## src/rtl/fetch_ctrl_pkg.sv

```systemverilog
// Shared state encoding, size defaults and small decode helpers for the
// instruction-fetch sequencer.
package fetch_ctrl_pkg;

   localparam int unsigned TIMEOUT_DEF = 15;
   localparam int unsigned CNT_W_DEF   = 32;
   localparam int unsigned WAIT_W      = 8;

   typedef enum logic [2:0] {
      ST_IDLE  = 3'd0,
      ST_FETCH = 3'd1,
      ST_WAIT  = 3'd2,
      ST_EXEC  = 3'd3,
      ST_HALT  = 3'd4,
      ST_FAULT = 3'd5
   } state_e;

   // Sequencing is in progress whenever an instruction is being fetched or executed.
   function automatic logic state_busy(input state_e st);
      return (st == ST_FETCH) || (st == ST_WAIT) || (st == ST_EXEC);
   endfunction

endpackage

```

## src/rtl/fetch_ctrl_if.sv

```systemverilog
// Fetch/datapath handshake bundle between the sequencer (master) and the
// instruction memory plus datapath side (slave).
interface fetch_ctrl_if;

   logic imem_req;
   logic imem_ready;
   logic ir_load;
   logic instr_valid;
   logic pc_load;
   logic pc_src;
   logic branch_taken;
   logic halt_instr;
   logic stall;

   modport master (
      output imem_req,
      output ir_load,
      output instr_valid,
      output pc_load,
      output pc_src,
      input  imem_ready,
      input  branch_taken,
      input  halt_instr,
      input  stall
   );

   modport slave (
      input  imem_req,
      input  ir_load,
      input  instr_valid,
      input  pc_load,
      input  pc_src,
      output imem_ready,
      output branch_taken,
      output halt_instr,
      output stall
   );

endinterface

```

## src/rtl/fetch_wait_timer.sv

```systemverilog
// Counts memory wait cycles and flags the cycle on which the TIMEOUT-th
// consecutive wait cycle completes without data.
module fetch_wait_timer
   import fetch_ctrl_pkg::*;
#(
   parameter int unsigned TIMEOUT = TIMEOUT_DEF
) (
   input  logic clk,
   input  logic arst,
   input  logic clear,
   input  logic enable,
   output logic expired
);

   localparam logic [WAIT_W:0] LIMIT = TIMEOUT[WAIT_W:0];

   logic [WAIT_W-1:0] count_r;
   logic [WAIT_W:0]   count_inc_s;

   // Wait-cycle counter; clear has priority over counting.
   always_ff @(posedge clk or negedge arst) begin
      if (!arst) begin
         count_r <= '0;
      end else if (clear) begin
         count_r <= '0;
      end else if (enable) begin
         count_r <= count_inc_s[WAIT_W-1:0];
      end else begin
         count_r <= count_r;
      end
   end

   // The current cycle is the TIMEOUT-th wait when the incremented count reaches the limit.
   always_comb begin
      count_inc_s = {1'b0, count_r} + {{WAIT_W{1'b0}}, 1'b1};
      if (enable) begin
         expired = (count_inc_s == LIMIT);
      end else begin
         expired = 1'b0;
      end
   end

endmodule

```

## src/rtl/fetch_ctrl.sv

```systemverilog
// Instruction fetch/execute sequencer: drives the fetch handshake, PC update
// strobes and a retired-instruction count, with a sticky fetch-timeout fault.
module fetch_ctrl
   import fetch_ctrl_pkg::*;
#(
   parameter int unsigned TIMEOUT = TIMEOUT_DEF,
   parameter int unsigned CNT_W   = CNT_W_DEF
) (
   input  logic             clk,
   input  logic             arst,
   input  logic             start,
   fetch_ctrl_if.master     bus,
   output logic             busy,
   output logic             halted,
   output logic             fault,
   output logic [CNT_W-1:0] retired
);

   state_e           state_r;
   state_e           next_state_s;
   logic             timer_clear_s;
   logic             timer_enable_s;
   logic             timer_expired_s;
   logic             retire_s;
   logic [CNT_W-1:0] retired_r;

   fetch_wait_timer #(
      .TIMEOUT (TIMEOUT)
   ) u_wait_timer (
      .clk     (clk),
      .arst    (arst),
      .clear   (timer_clear_s),
      .enable  (timer_enable_s),
      .expired (timer_expired_s)
   );

   // Sequencer state register.
   always_ff @(posedge clk or negedge arst) begin
      if (!arst) begin
         state_r <= ST_IDLE;
      end else begin
         state_r <= next_state_s;
      end
   end

   // Retired-instruction counter; wraps silently.
   always_ff @(posedge clk or negedge arst) begin
      if (!arst) begin
         retired_r <= '0;
      end else if (retire_s) begin
         retired_r <= retired_r + CNT_W'(1'b1);
      end else begin
         retired_r <= retired_r;
      end
   end

   // Next-state and strobe decode; EXEC priority is stall, then halt, then branch.
   always_comb begin
      next_state_s    = state_r;
      bus.imem_req    = 1'b0;
      bus.ir_load     = 1'b0;
      bus.instr_valid = 1'b0;
      bus.pc_load     = 1'b0;
      bus.pc_src      = 1'b0;
      timer_clear_s   = 1'b0;
      timer_enable_s  = 1'b0;
      retire_s        = 1'b0;
      case (state_r)
         ST_IDLE: begin
            if (start) begin
               next_state_s = ST_FETCH;
            end else begin
               next_state_s = ST_IDLE;
            end
         end
         ST_FETCH: begin
            bus.imem_req = 1'b1;
            if (bus.imem_ready) begin
               bus.ir_load  = 1'b1;
               next_state_s = ST_EXEC;
            end else begin
               timer_clear_s = 1'b1;
               next_state_s  = ST_WAIT;
            end
         end
         ST_WAIT: begin
            bus.imem_req   = 1'b1;
            timer_enable_s = 1'b1;
            if (bus.imem_ready) begin
               bus.ir_load  = 1'b1;
               next_state_s = ST_EXEC;
            end else if (timer_expired_s) begin
               next_state_s = ST_FAULT;
            end else begin
               next_state_s = ST_WAIT;
            end
         end
         ST_EXEC: begin
            bus.instr_valid = 1'b1;
            if (bus.stall) begin
               next_state_s = ST_EXEC;
            end else if (bus.halt_instr) begin
               bus.pc_load  = 1'b1;
               bus.pc_src   = 1'b0;
               retire_s     = 1'b1;
               next_state_s = ST_HALT;
            end else begin
               bus.pc_load  = 1'b1;
               bus.pc_src   = bus.branch_taken;
               retire_s     = 1'b1;
               next_state_s = ST_FETCH;
            end
         end
         ST_HALT: begin
            if (start) begin
               next_state_s = ST_FETCH;
            end else begin
               next_state_s = ST_HALT;
            end
         end
         ST_FAULT: begin
            next_state_s = ST_FAULT;
         end
         default: begin
            // An unreachable encoding is treated as a fault so it cannot run silently.
            next_state_s = ST_FAULT;
         end
      endcase
   end

   // Status flags decoded directly from the state register.
   always_comb begin
      busy    = state_busy(state_r);
      halted  = (state_r == ST_HALT);
      fault   = (state_r == ST_FAULT);
      retired = retired_r;
   end

endmodule

```

## src/flat_wrapper.sv

```systemverilog
// flat-port wrapper written by rule: the top's interface ports become plain ports
module fetch_ctrl_flat import fetch_ctrl_pkg::*;
#(
   parameter int unsigned TIMEOUT = TIMEOUT_DEF,
   parameter int unsigned CNT_W   = CNT_W_DEF
)
  (clk, arst, start, busy, halted, fault, retired, bus_imem_req, bus_ir_load, bus_instr_valid, bus_pc_load, bus_pc_src, bus_imem_ready, bus_branch_taken, bus_halt_instr, bus_stall);
  fetch_ctrl_if bus_i ();
  input  logic clk;
  input  logic arst;
  input  logic start;
  output logic busy;
  output logic halted;
  output logic fault;
  output logic [CNT_W-1:0] retired;
  output wire logic [$bits(bus_i.imem_req)-1:0] bus_imem_req;
  output wire logic [$bits(bus_i.ir_load)-1:0] bus_ir_load;
  output wire logic [$bits(bus_i.instr_valid)-1:0] bus_instr_valid;
  output wire logic [$bits(bus_i.pc_load)-1:0] bus_pc_load;
  output wire logic [$bits(bus_i.pc_src)-1:0] bus_pc_src;
  input wire logic [$bits(bus_i.imem_ready)-1:0] bus_imem_ready;
  input wire logic [$bits(bus_i.branch_taken)-1:0] bus_branch_taken;
  input wire logic [$bits(bus_i.halt_instr)-1:0] bus_halt_instr;
  input wire logic [$bits(bus_i.stall)-1:0] bus_stall;
  assign bus_imem_req = bus_i.imem_req;
  assign bus_ir_load = bus_i.ir_load;
  assign bus_instr_valid = bus_i.instr_valid;
  assign bus_pc_load = bus_i.pc_load;
  assign bus_pc_src = bus_i.pc_src;
  assign bus_i.imem_ready = bus_imem_ready;
  assign bus_i.branch_taken = bus_branch_taken;
  assign bus_i.halt_instr = bus_halt_instr;
  assign bus_i.stall = bus_stall;
  fetch_ctrl #(.TIMEOUT(TIMEOUT), .CNT_W(CNT_W)) u_core (.clk(clk), .arst(arst), .start(start), .bus(bus_i), .busy(busy), .halted(halted), .fault(fault), .retired(retired));
endmodule
```

## config.mk

```make
export PLATFORM = sky130hd
export DESIGN_NAME = fetch_ctrl_flat
export DESIGN_NICKNAME = d
export VERILOG_FILES = /design/src/rtl/fetch_ctrl_pkg.sv /design/src/rtl/fetch_ctrl_if.sv /design/src/rtl/fetch_wait_timer.sv /design/src/rtl/fetch_ctrl.sv /design/src/flat_wrapper.sv
export SDC_FILE = /design/constraint.sdc
export NUM_CORES = 1
export LEC_CHECK = 0
export BUFFER_PORTS_ARGS = -buffer_cell sky130_fd_sc_hd__buf_2
export CAP_MARGIN = 20
export CORE_MARGIN = 2
export CORE_UTILIZATION = 50
export CTS_BUF_LIST = sky130_fd_sc_hd__clkbuf_4 sky130_fd_sc_hd__clkbuf_8
export CTS_CLUSTER_DIAMETER = 200
export CTS_CLUSTER_SIZE = 24
export DETAILED_ROUTE_END_ITERATION = 7
export GPL_TIMING_DRIVEN = 0
export PLACE_DENSITY = 0.74
export SETUP_SLACK_MARGIN = 0.2
export SLEW_MARGIN = 30
export SYNTH_ARGS = -nofsm -noshare
export SYNTH_HDL_FRONTEND = slang
export SYNTH_SLANG_ARGS = --single-unit
```

## constraint.sdc

```tcl
create_clock -name clk -period 2.45 [get_ports clk]
set_input_delay 0.245 -clock clk [delete_from_list [all_inputs] [get_ports clk]]
set_output_delay 0.245 -clock clk [all_outputs]
set_load 0.02 [all_outputs]
```

Word-level counts from Yosys, hierarchy flattened
Index checks and enable logic that the tools add are counted.
{ "op_classes": {"n_addsub": 2, "mul": 0, "div": 0, "magnitude_cmp": 0, "n_eq_ne": 6, "shift": 0, "muxes": 23, "n_bitwise": 0, "reduce_logical": 5} }
{ "ops": {"columns": ["cell", "count"], "rows": [
  ["adder 32 x 1 -> 32 bit, second input constant", 1],
  ["two-way mux 8 bit", 2],
  ["two-way mux 1 bit", 15],
  ["two-way mux 3 bit", 5],
  ["case mux 3 bit (5 select lines)", 1],
  ["adder 8 x 1 -> 9 bit, second input constant", 1],
  ["equality test 9 x 4 -> 1 bit, second input constant", 1],
  ["equality test 3 x 2 -> 1 bit, second input constant", 2],
  ["equality test 3 bit, second input constant", 2],
  ["equality test 3 x 1 -> 1 bit, second input constant", 1],
  ["logical NOT 3 bit", 1],
  ["logical OR 1 bit", 2],
  ["nonzero test 2 bit", 1],
  ["OR reduction 2 bit", 1]
]} }
{ "word_totals": {"regBits": 43, "latchBits": 0, "mem_bits_rw": 0, "rom_bits": 0, "inputBits": 7, "out_inout_bits": 40, "word_cells": 39, "n_memories": 0} }

Longest topological paths before layout
Gate-level depths: netlist of run 1.
{ "logic_depth": {"word_depth": 6, "mapped_depth": 6, "ltp_nobuf": 5} }

Cells and area by module
From an unflattened synthesis of run 1, not the netlist that was laid out.
{ "hier_totals": {"cells_unflattened": 213, "hier_area_um2": 2199.6} }
{ "by_module_without_submodules": {"columns": ["module", "n_inst", "cells_per_inst", "area_per_inst_um2", "seq_area_each_um2"], "rows": [
  ["fetch_ctrl", 1, 165, 1745.4, 875.8],
  ["fetch_wait_timer", 1, 48, 454.2, 200.2]
]} }

Worst setup path after synthesis of run 1
Ideal clock, no wire load.
{ "synth_timing": {"path_kind": "flip-flop to flip-flop", "from": "register u_core.u_wait_timer.count_r[1]", "to": "register u_core.state_r[1]", "setup_time_ns": 0.124, "arrival_time_ns": 1.581, "t_required_ns": 2.326, "slack_ns": 0.745, "path_stages_with_launch": 7, "n_path_buf": 1, "period_less_slack_ns": 1.705, "cell_sequence": "dfrtp_1 > ha_1 > buf_2 > nor3_1 > o211ai_1 > a211o_1 > o31a_1"} }
{ "synth_via": {"elab_chain_len": 6} }
{ "synth_lines": {"columns": ["element", "line", "text"], "rows": [
  ["from (decl)", "fetch_wait_timer.sv:17", "logic [WAIT_W-1:0] count_r;"],
  ["from (signal assigned)", "fetch_wait_timer.sv:27", "count_r <= count_inc_s[WAIT_W-1:0];"],
  ["from (signal assigned)", "fetch_wait_timer.sv:29", "count_r <= count_r;"],
  ["adder 8 x 1 -> 9 bit", "fetch_wait_timer.sv:35", "count_inc_s = {1'b0, count_r} + {{WAIT_W{1'b0}}, 1'b1};"],
  ["equality test 9 x 4 -> 1 bit", "fetch_wait_timer.sv:37", "expired = (count_inc_s == LIMIT);"],
  ["two-way mux 1 bit", "fetch_wait_timer.sv:36", "if (enable) begin"],
  ["two-way mux 3 bit", "fetch_ctrl.sv:92", "end else if (timer_expired_s) begin"],
  ["two-way mux 3 bit", "fetch_ctrl.sv:89", "if (bus.imem_ready) begin"],
  ["case mux 3 bit (5 select lines)", "fetch_ctrl.sv:68", "case (state_r)"],
  ["via u_core.next_state_s[1]", "fetch_ctrl.sv:20", "state_e next_state_s;"],
  ["to (signal assigned)", "fetch_ctrl.sv:42", "state_r <= next_state_s;"],
  ["to (decl)", "fetch_ctrl.sv:19", "state_e state_r;"]
]} }
The timed path passes the listed nets, and every way through them passes these cells.
A chain may end at the register's enable or synchronous reset.

Worst setup path in the final report of run 1
Ends and elaborated chain as after synthesis.

==> results.json, run 1 <==
{
  "leakage_nw": 1.449,
  "p_comb_share_pct": 35.2,
  "fmax_mhz": 540.7,
  "std_cell_rows": 24,
  "die_w_um": 72.55,
  "status": "finished clean",
  "whs_path_depth": 2,
  "chipHeight_um": 72.55,
  "finalInstanceArea_sq_mm": 0.002746,
  "syn_inst": 236,
  "drc": 0,
  "die_area_sq_mm": 0.005264,
  "final_cell_mix": "50 x buf_2, 43 x dfrtp_1, 26 x xor2_1",
  "period_minus_slack_ns": 1.849,
  "cts_tree": "yes",
  "rr_worst_depth": 6,
  "diodes": 0,
  "cts.sinks": 43,
  "grt_first_pass_wirelength_mm": 7.872,
  "wl_per_cell_um": 13.61,
  "avgSynthCellArea_sq_um": 9.957,
  "nets": 300,
  "post_cts_buffers": 0,
  "syn-num-nets": 246,
  "seq_area_frac_synth_pct": 45.79,
  "start_kind": "flop",
  "hold_violations": 0,
  "routed-via-count": 1915,
  "netlist_area_sq_mm": 0.002350,
  "synth_area_leaders": "dfrtp_1 46%, xor2_1 9.7%, xnor2_1 3.4%",
  "ff_latch_area_sq_mm": 0.001076,
  "async_flop_share_pct": 100.0,
  "arrival_ns": 2.04,
  "switchingPower_mw": 0.7707,
  "n_fill_cell": 401,
  "period_share_pct": 75.48,
  "end_kind": "flop",
  "avgViaCountPerCell": 5.583,
  "r2r-end": "u_core.state_r[1]$_DFF_PN0_",
  "first_pass_iters": 4,
  "timing.reg2reg.setup_slack_ns": 0.60,
  "wl_mm": 4.668,
  "area_delta_synth_final_pct": 16.88,
  "grtUsageTotal_pct": 18.82,
  "power_frac_clock_pct": 22.2,
  "path_max_fanout": 10,
  "grt_max_degree": 44,
  "fin_worst_skew_ns": 0.006745,
  "port_buffers": 46,
  "start_util_pct": 52.87,
  "peakVddDrop_v": 0.0007084,
  "synthFlopType": "dfrtp_1",
  "ys_types": 42,
  "maxCapViolCount": 0,
  "switching_share_pct": 37.37,
  "hold_path_class": "in -> reg",
  "cts_made_buffers": 5,
  "insertion_delay_ns": 0.29,
  "drt_iter0_drc": 141,
  "setup-violations-final": 0,
  "place_congestion": 0.8227,
  "critPathKind": "reg -> reg",
  "pwr-share-seq_pct": 42.6,
  "grt_pass1_vias": 1716,
  "synth_edf_count": 0,
  "hold_end": "u_core.state_r[2]$_DFF_PN0_",
  "hp-start": "bus_imem_ready",
  "synth-seq-cells": 43,
  "ant_nets": 0,
  "dp_hpwl_mm": 3.241,
  "dp_slack_ns": 0.6117,
  "crit_required_ns": 2.64,
  "intPower_mw": 1.292,
  "grt_antenna_before_repair": 0,
  "instances_no_fill": 343,
  "rsz0062_at_grt": "no",
  "yosysTopAreaCell": "dfrtp_1",
  "final_common_cell": "buf_2",
  "io_pins": 47,
  "relSlewSlack_pct": 64.52,
  "clockBufferDepth": 2,
  "slew_violations": 0,
  "multi_input_area_sq_mm": 0.001165,
  "overflow": 0,
  "core-area_sq_mm": 0.004444,
  "placed_area_sq_mm": 0.002645,
  "synth_top_area_share_pct": 45.79,
  "drive_gt1_share_pct": 24.74,
  "p_per_area_mw_per_mm2": 751.0,
  "clkTransAtPathRegs_ns": 0.08,
  "placed_cells": 334,
  "finalSetupTns_ns": 0,
  "ctsHtreeMaxLevel": 2,
  "tightest_slew_ns": 0.5322,
  "root_buffer": "clkbuf_8",
  "r2r-start": "u_core.u_wait_timer.count_r[1]$_DFFE_PN0P_",
  "fin_ws_ns": 0.6006,
  "yosys_warnings": 0
}
==> cells by family after synthesis <==
family | Yosys count | share of synthesized area (%)
AOI/OAI and AO/OA | 32 | 8.254
xor gates and xnor gates | 35 | 13.05
adders and majority gates | 3 | 1.598
buffers and inverters | 21 | 4.632
DFF | 43 | 45.79
muxes | 1 | 0.4792
and+or+nand+nor | 101 | 26.20
==> critical path, cell delays in order (launching register included) <==
cell	delay [ns]
dfrtp_1	0.47
ha_1	0.21
buf_2	0.17
nor3_1	0.20
o211ai_1	0.11
a211o_1	0.32
o31a_1	0.28
==> worst max-delay path by stage <==
stage,from,end,slack (ns),depth (start not counted)
after floorplan,u_core.u_wait_timer.count_r[1]$_DFFE_PN0P_,u_core.state_r[1]$_DFF_PN0_,0.74,6
after global placement,u_core.u_wait_timer.count_r[1]$_DFFE_PN0P_,u_core.state_r[1]$_DFF_PN0_,0.63,6
after detailed placement,u_core.u_wait_timer.count_r[1]$_DFFE_PN0P_,u_core.state_r[1]$_DFF_PN0_,0.61,6
after CTS,u_core.u_wait_timer.count_r[1]$_DFFE_PN0P_,u_core.state_r[1]$_DFF_PN0_,0.59,6
after global routing,u_core.u_wait_timer.count_r[1]$_DFFE_PN0P_,u_core.state_r[1]$_DFF_PN0_,0.46,6
final,u_core.u_wait_timer.count_r[1]$_DFFE_PN0P_,u_core.state_r[1]$_DFF_PN0_,0.60,6
==> synth_stat cells (5+ instances only) <==
cell type	instances
dfrtp_1	43
xor2_1	26
nand2_1	20
nor3_1	15
nor2_1	13
o21ai_0	13
nand3_1	10
xnor2_1	9
inv_1	8
a21oi_1	7
and3_1	6
nor4_1	6
and2_1	5
and4_1	5
buf_2	5
nand4_1	5
==> layout make-up <==
class,instances,share of cell area [%]
buffer,13,2.870
clock buffer,7,3.052
clock inverter,1,0.1822
inverter,8,1.093
multi-input combinational,172,42.41
sequential,43,39.18
tap,52,2.369
timing repair buffer,47,8.838
==> power by group through the flow <==
| stage | logic (mW) | registers, mW | clock network, mW |
|---|---|---|---|
| floorplan | 0.488 | 0.924 | 0 |
| global placement | 0.715 | 0.886 | 0 |
| CTS | 0.731 | 0.878 | 0.467 |
| global route | 0.818 | 0.895 | 0.489 |
| finish | 0.727 | 0.878 | 0.458 |
| detailed placement | 0.727 | 0.892 | 0 |
==> what timing repair did <==
action | CTS | global route
endpoints found under the setup margin | 0 | 0
gates resized for setup | 0 | 0
hold endpoints to repair | 0 | 43
hold buffers | 0 | 1
==> per-stage QoR <==
step,hold slack (ns),util (%),total power [mW]
2_1_floorplan,-0.05059,-,1.411
3_5_place_dp,0.4427,59.52,1.619
3_3_place_gp,0.4401,59.52,1.601
6_report,0.2064,61.80,2.063
4_1_cts,0.1193,61.51,2.076
5_1_grt,0.2304,61.80,2.202
==> registers in the layout, summed over array words and instances, names as in the netlist <==
name,flops
u_core.state_r,3
u_core.retired,32
u_core.u_wait_timer.count_r,8
==> routing by layer <==
layer / GRT usage, % / wire (um)
met3: 4.583 / 252
met5: 0 / 0
met2: 27.37 / 2135
met1: 26.29 / 2211
met4: 9.053 / 69
Power figures use the tool's default switching activity.
==> run 2, diff against run 1 <==
Settings changed: PLACE_DENSITY 0.74 to 0.76.
Clock period 2.45 ns to 1.5 ns, I/O delays scaled along.
==> results.json, run 2 (synthesized netlist as in run 1, its figures left out) <==
{
  "status": "finished with violations",
  "violations": "setup timing",
  "crit_required_ns": 1.68,
  "avgViaCountPerCell": 5.803,
  "n_fill_cell": 209,
  "std_cell_rows": 24,
  "cts_tree": "yes",
  "wl_mm": 6.995,
  "maxCapViolCount": 0,
  "dp_hpwl_mm": 3.478,
  "start_util_pct": 52.87,
  "drc": 0,
  "grtUsageTotal_pct": 24.88,
  "multi_input_area_sq_mm": 0.001633,
  "first_pass_iters": 4,
  "tightest_slew_ns": 0.5436,
  "wl_per_cell_um": 18.41,
  "insertion_delay_ns": 0.30,
  "rsz0062_at_grt": "yes",
  "pwr-share-seq_pct": 31.2,
  "ctsHtreeMaxLevel": 2,
  "path_max_fanout": 6,
  "nets": 337,
  "arrival_ns": 1.83,
  "cp_slowest_stage_delay_ns": 0.39,
  "intPower_mw": 2.966,
  "port_buffers": 46,
  "p_comb_share_pct": 48.8,
  "grt_antenna_before_repair": 0,
  "dp_slack_ns": -0.2628,
  "power_frac_clock_pct": 20.1,
  "largest_register_ffs": 32,
  "peakVddDrop_v": 0.001430,
  "switching_share_pct": 37.02,
  "critPathKind": "reg -> reg",
  "hold_violations": 0,
  "leakage_nw": 2.019,
  "hold_path_class": "in -> reg",
  "setup-violations-final": 36,
  "start_kind": "flop",
  "clkTransAtPathRegs_ns": 0.08,
  "area_delta_synth_final_pct": 61.34,
  "place_congestion": 0.8980,
  "path_cells": "ha_4, buf_8, and3_4, o211ai_1, a211o_1, o31a_1",
  "final_cell_mix": "37 x buf_2, 27 x dfrtp_1, 25 x buf_4",
  "fin_worst_skew_ns": 0.01308,
  "drt_iter0_drc": 130,
  "fin_ws_ns": -0.1496,
  "switchingPower_mw": 1.743,
  "final_common_cell": "buf_2",
  "clockBufferDepth": 2,
  "drive_gt1_share_pct": 57.62,
  "ant_nets": 0,
  "fmax_mhz": 606.2,
  "relSlewSlack_pct": 63.76,
  "diodes": 0,
  "cts_made_buffers": 5,
  "ff_latch_area_sq_mm": 0.001096,
  "period_share_pct": 110.0,
  "period_minus_slack_ns": 1.650,
  "grt_first_pass_wirelength_mm": 10.10,
  "cts.sinks": 43,
  "routed-via-count": 2205,
  "chipHeight_um": 72.55,
  "p_per_area_mw_per_mm2": 1242,
  "post-route-util_pct": 85.30,
  "critPathSlowestCell": "dfrtp_1",
  "io_pins": 47,
  "grt_pass1_vias": 2029,
  "overflow": 0,
  "core-area_sq_mm": 0.004444,
  "end_kind": "flop",
  "root_buffer": "clkbuf_8",
  "die_area_sq_mm": 0.005264,
  "grt_max_degree": 44,
  "slew_violations": 0,
  "die_w_um": 72.55,
  "p_total_mw": 4.709
}
-- run 2: final cells by class --
| class | count | share of cell area (%) |
|---|---|---|
| flip-flops and latches | 43 | 28.91 |
| clock inverters | 1 | 0.7921 |
| clock buffers | 7 | 2.211 |
| inverters | 8 | 0.9241 |
| well taps | 52 | 1.716 |
| plain buffers | 13 | 4.290 |
| multi-input cells | 172 | 43.07 |
| repair buffers | 84 | 18.09 |
-- run 2: path summary, 6_finish.rpt --
kind	slack, ns	cells past startpoint	start	end
setup / recovery	-0.15	6	u_core.u_wait_timer.count_r[0]$_DFFE_PN0P_	u_core.state_r[1]$_DFF_PN0_
hold / removal	0.14	2	bus_imem_ready	u_core.state_r[2]$_DFF_PN0_
setup reg to reg	-0.15	6	u_core.u_wait_timer.count_r[0]$_DFFE_PN0P_	u_core.state_r[1]$_DFF_PN0_
hold reg to reg	0.46	1	u_core.retired[31]$_DFFE_PN0P_	u_core.retired[31]$_DFFE_PN0P_
max in group asynchronous	0.71	2	arst	u_core.state_r[0]$_DFF_PN0_
min in group asynchronous	0.38	2	arst	u_core.retired[31]$_DFFE_PN0P_
-- run 2: worst max-delay path, delay by kind of cell, from the launching register on --
family	cells	cell delay, ns
AO/OA/AOI/OAI	3	0.70
flip-flops	1	0.39
AND/OR/NAND/NOR	1	0.17
buffers and inverters	1	0.12
adder cells (fa/ha/maj)	1	0.15
-- run 2: metal layers --
layer / up-vias / wire length, um / global-route usage (%) / share of wire (%)
met5: - / 0 / 0 / 0
met4: 0 / 165 / 7.819 / 2.4
met3: 19 / 233 / 5.139 / 3.3
met2: 63 / 3642 / 40.51 / 52
met1: 1109 / 2953 / 33.42 / 42
li1: 1014 / - / - / -
-- run 2: metrics by stage --
| step | hold slack [ns] | std cells | instance area, sq um | setup TNS [ns] |
|---|---|---|---|---|
| 5_1_grt | 0.1491 | 380 | 3791 | -4.631 |
| 2_1_floorplan | -0.1456 | 236 | 2653 | -0.7491 |
| 4_1_cts | 0.02663 | 366 | 3516 | -1.419 |
| 3_3_place_gp | 0.3484 | 334 | 2948 | -2.270 |
| 3_5_place_dp | 0.3492 | 334 | 2948 | -2.507 |
| 6_report | 0.1351 | 380 | 3791 | -2.545 |
-- run 2: repair_timing --
item	4_1_cts	5_1_grt
gates cloned	2	0
endpoints found under the hold margin	0	43
buffers inserted	22	13
gates resized for setup	54	43
hold buffers	0	1
pin swaps	28	17
setup endpoints to repair	45	51
-- run 2: power groups by stage --
stage          combinational (mW)  sequential [mW]  clock (mW)
2_1_floorplan               0.855             1.51           0
3_3_place_gp                 1.22             1.45           0
3_5_place_dp                 1.25             1.46           0
4_1_cts                      1.80             1.43       0.942
5_1_grt                      2.45             1.48       0.990
6_report                     2.30             1.47       0.945
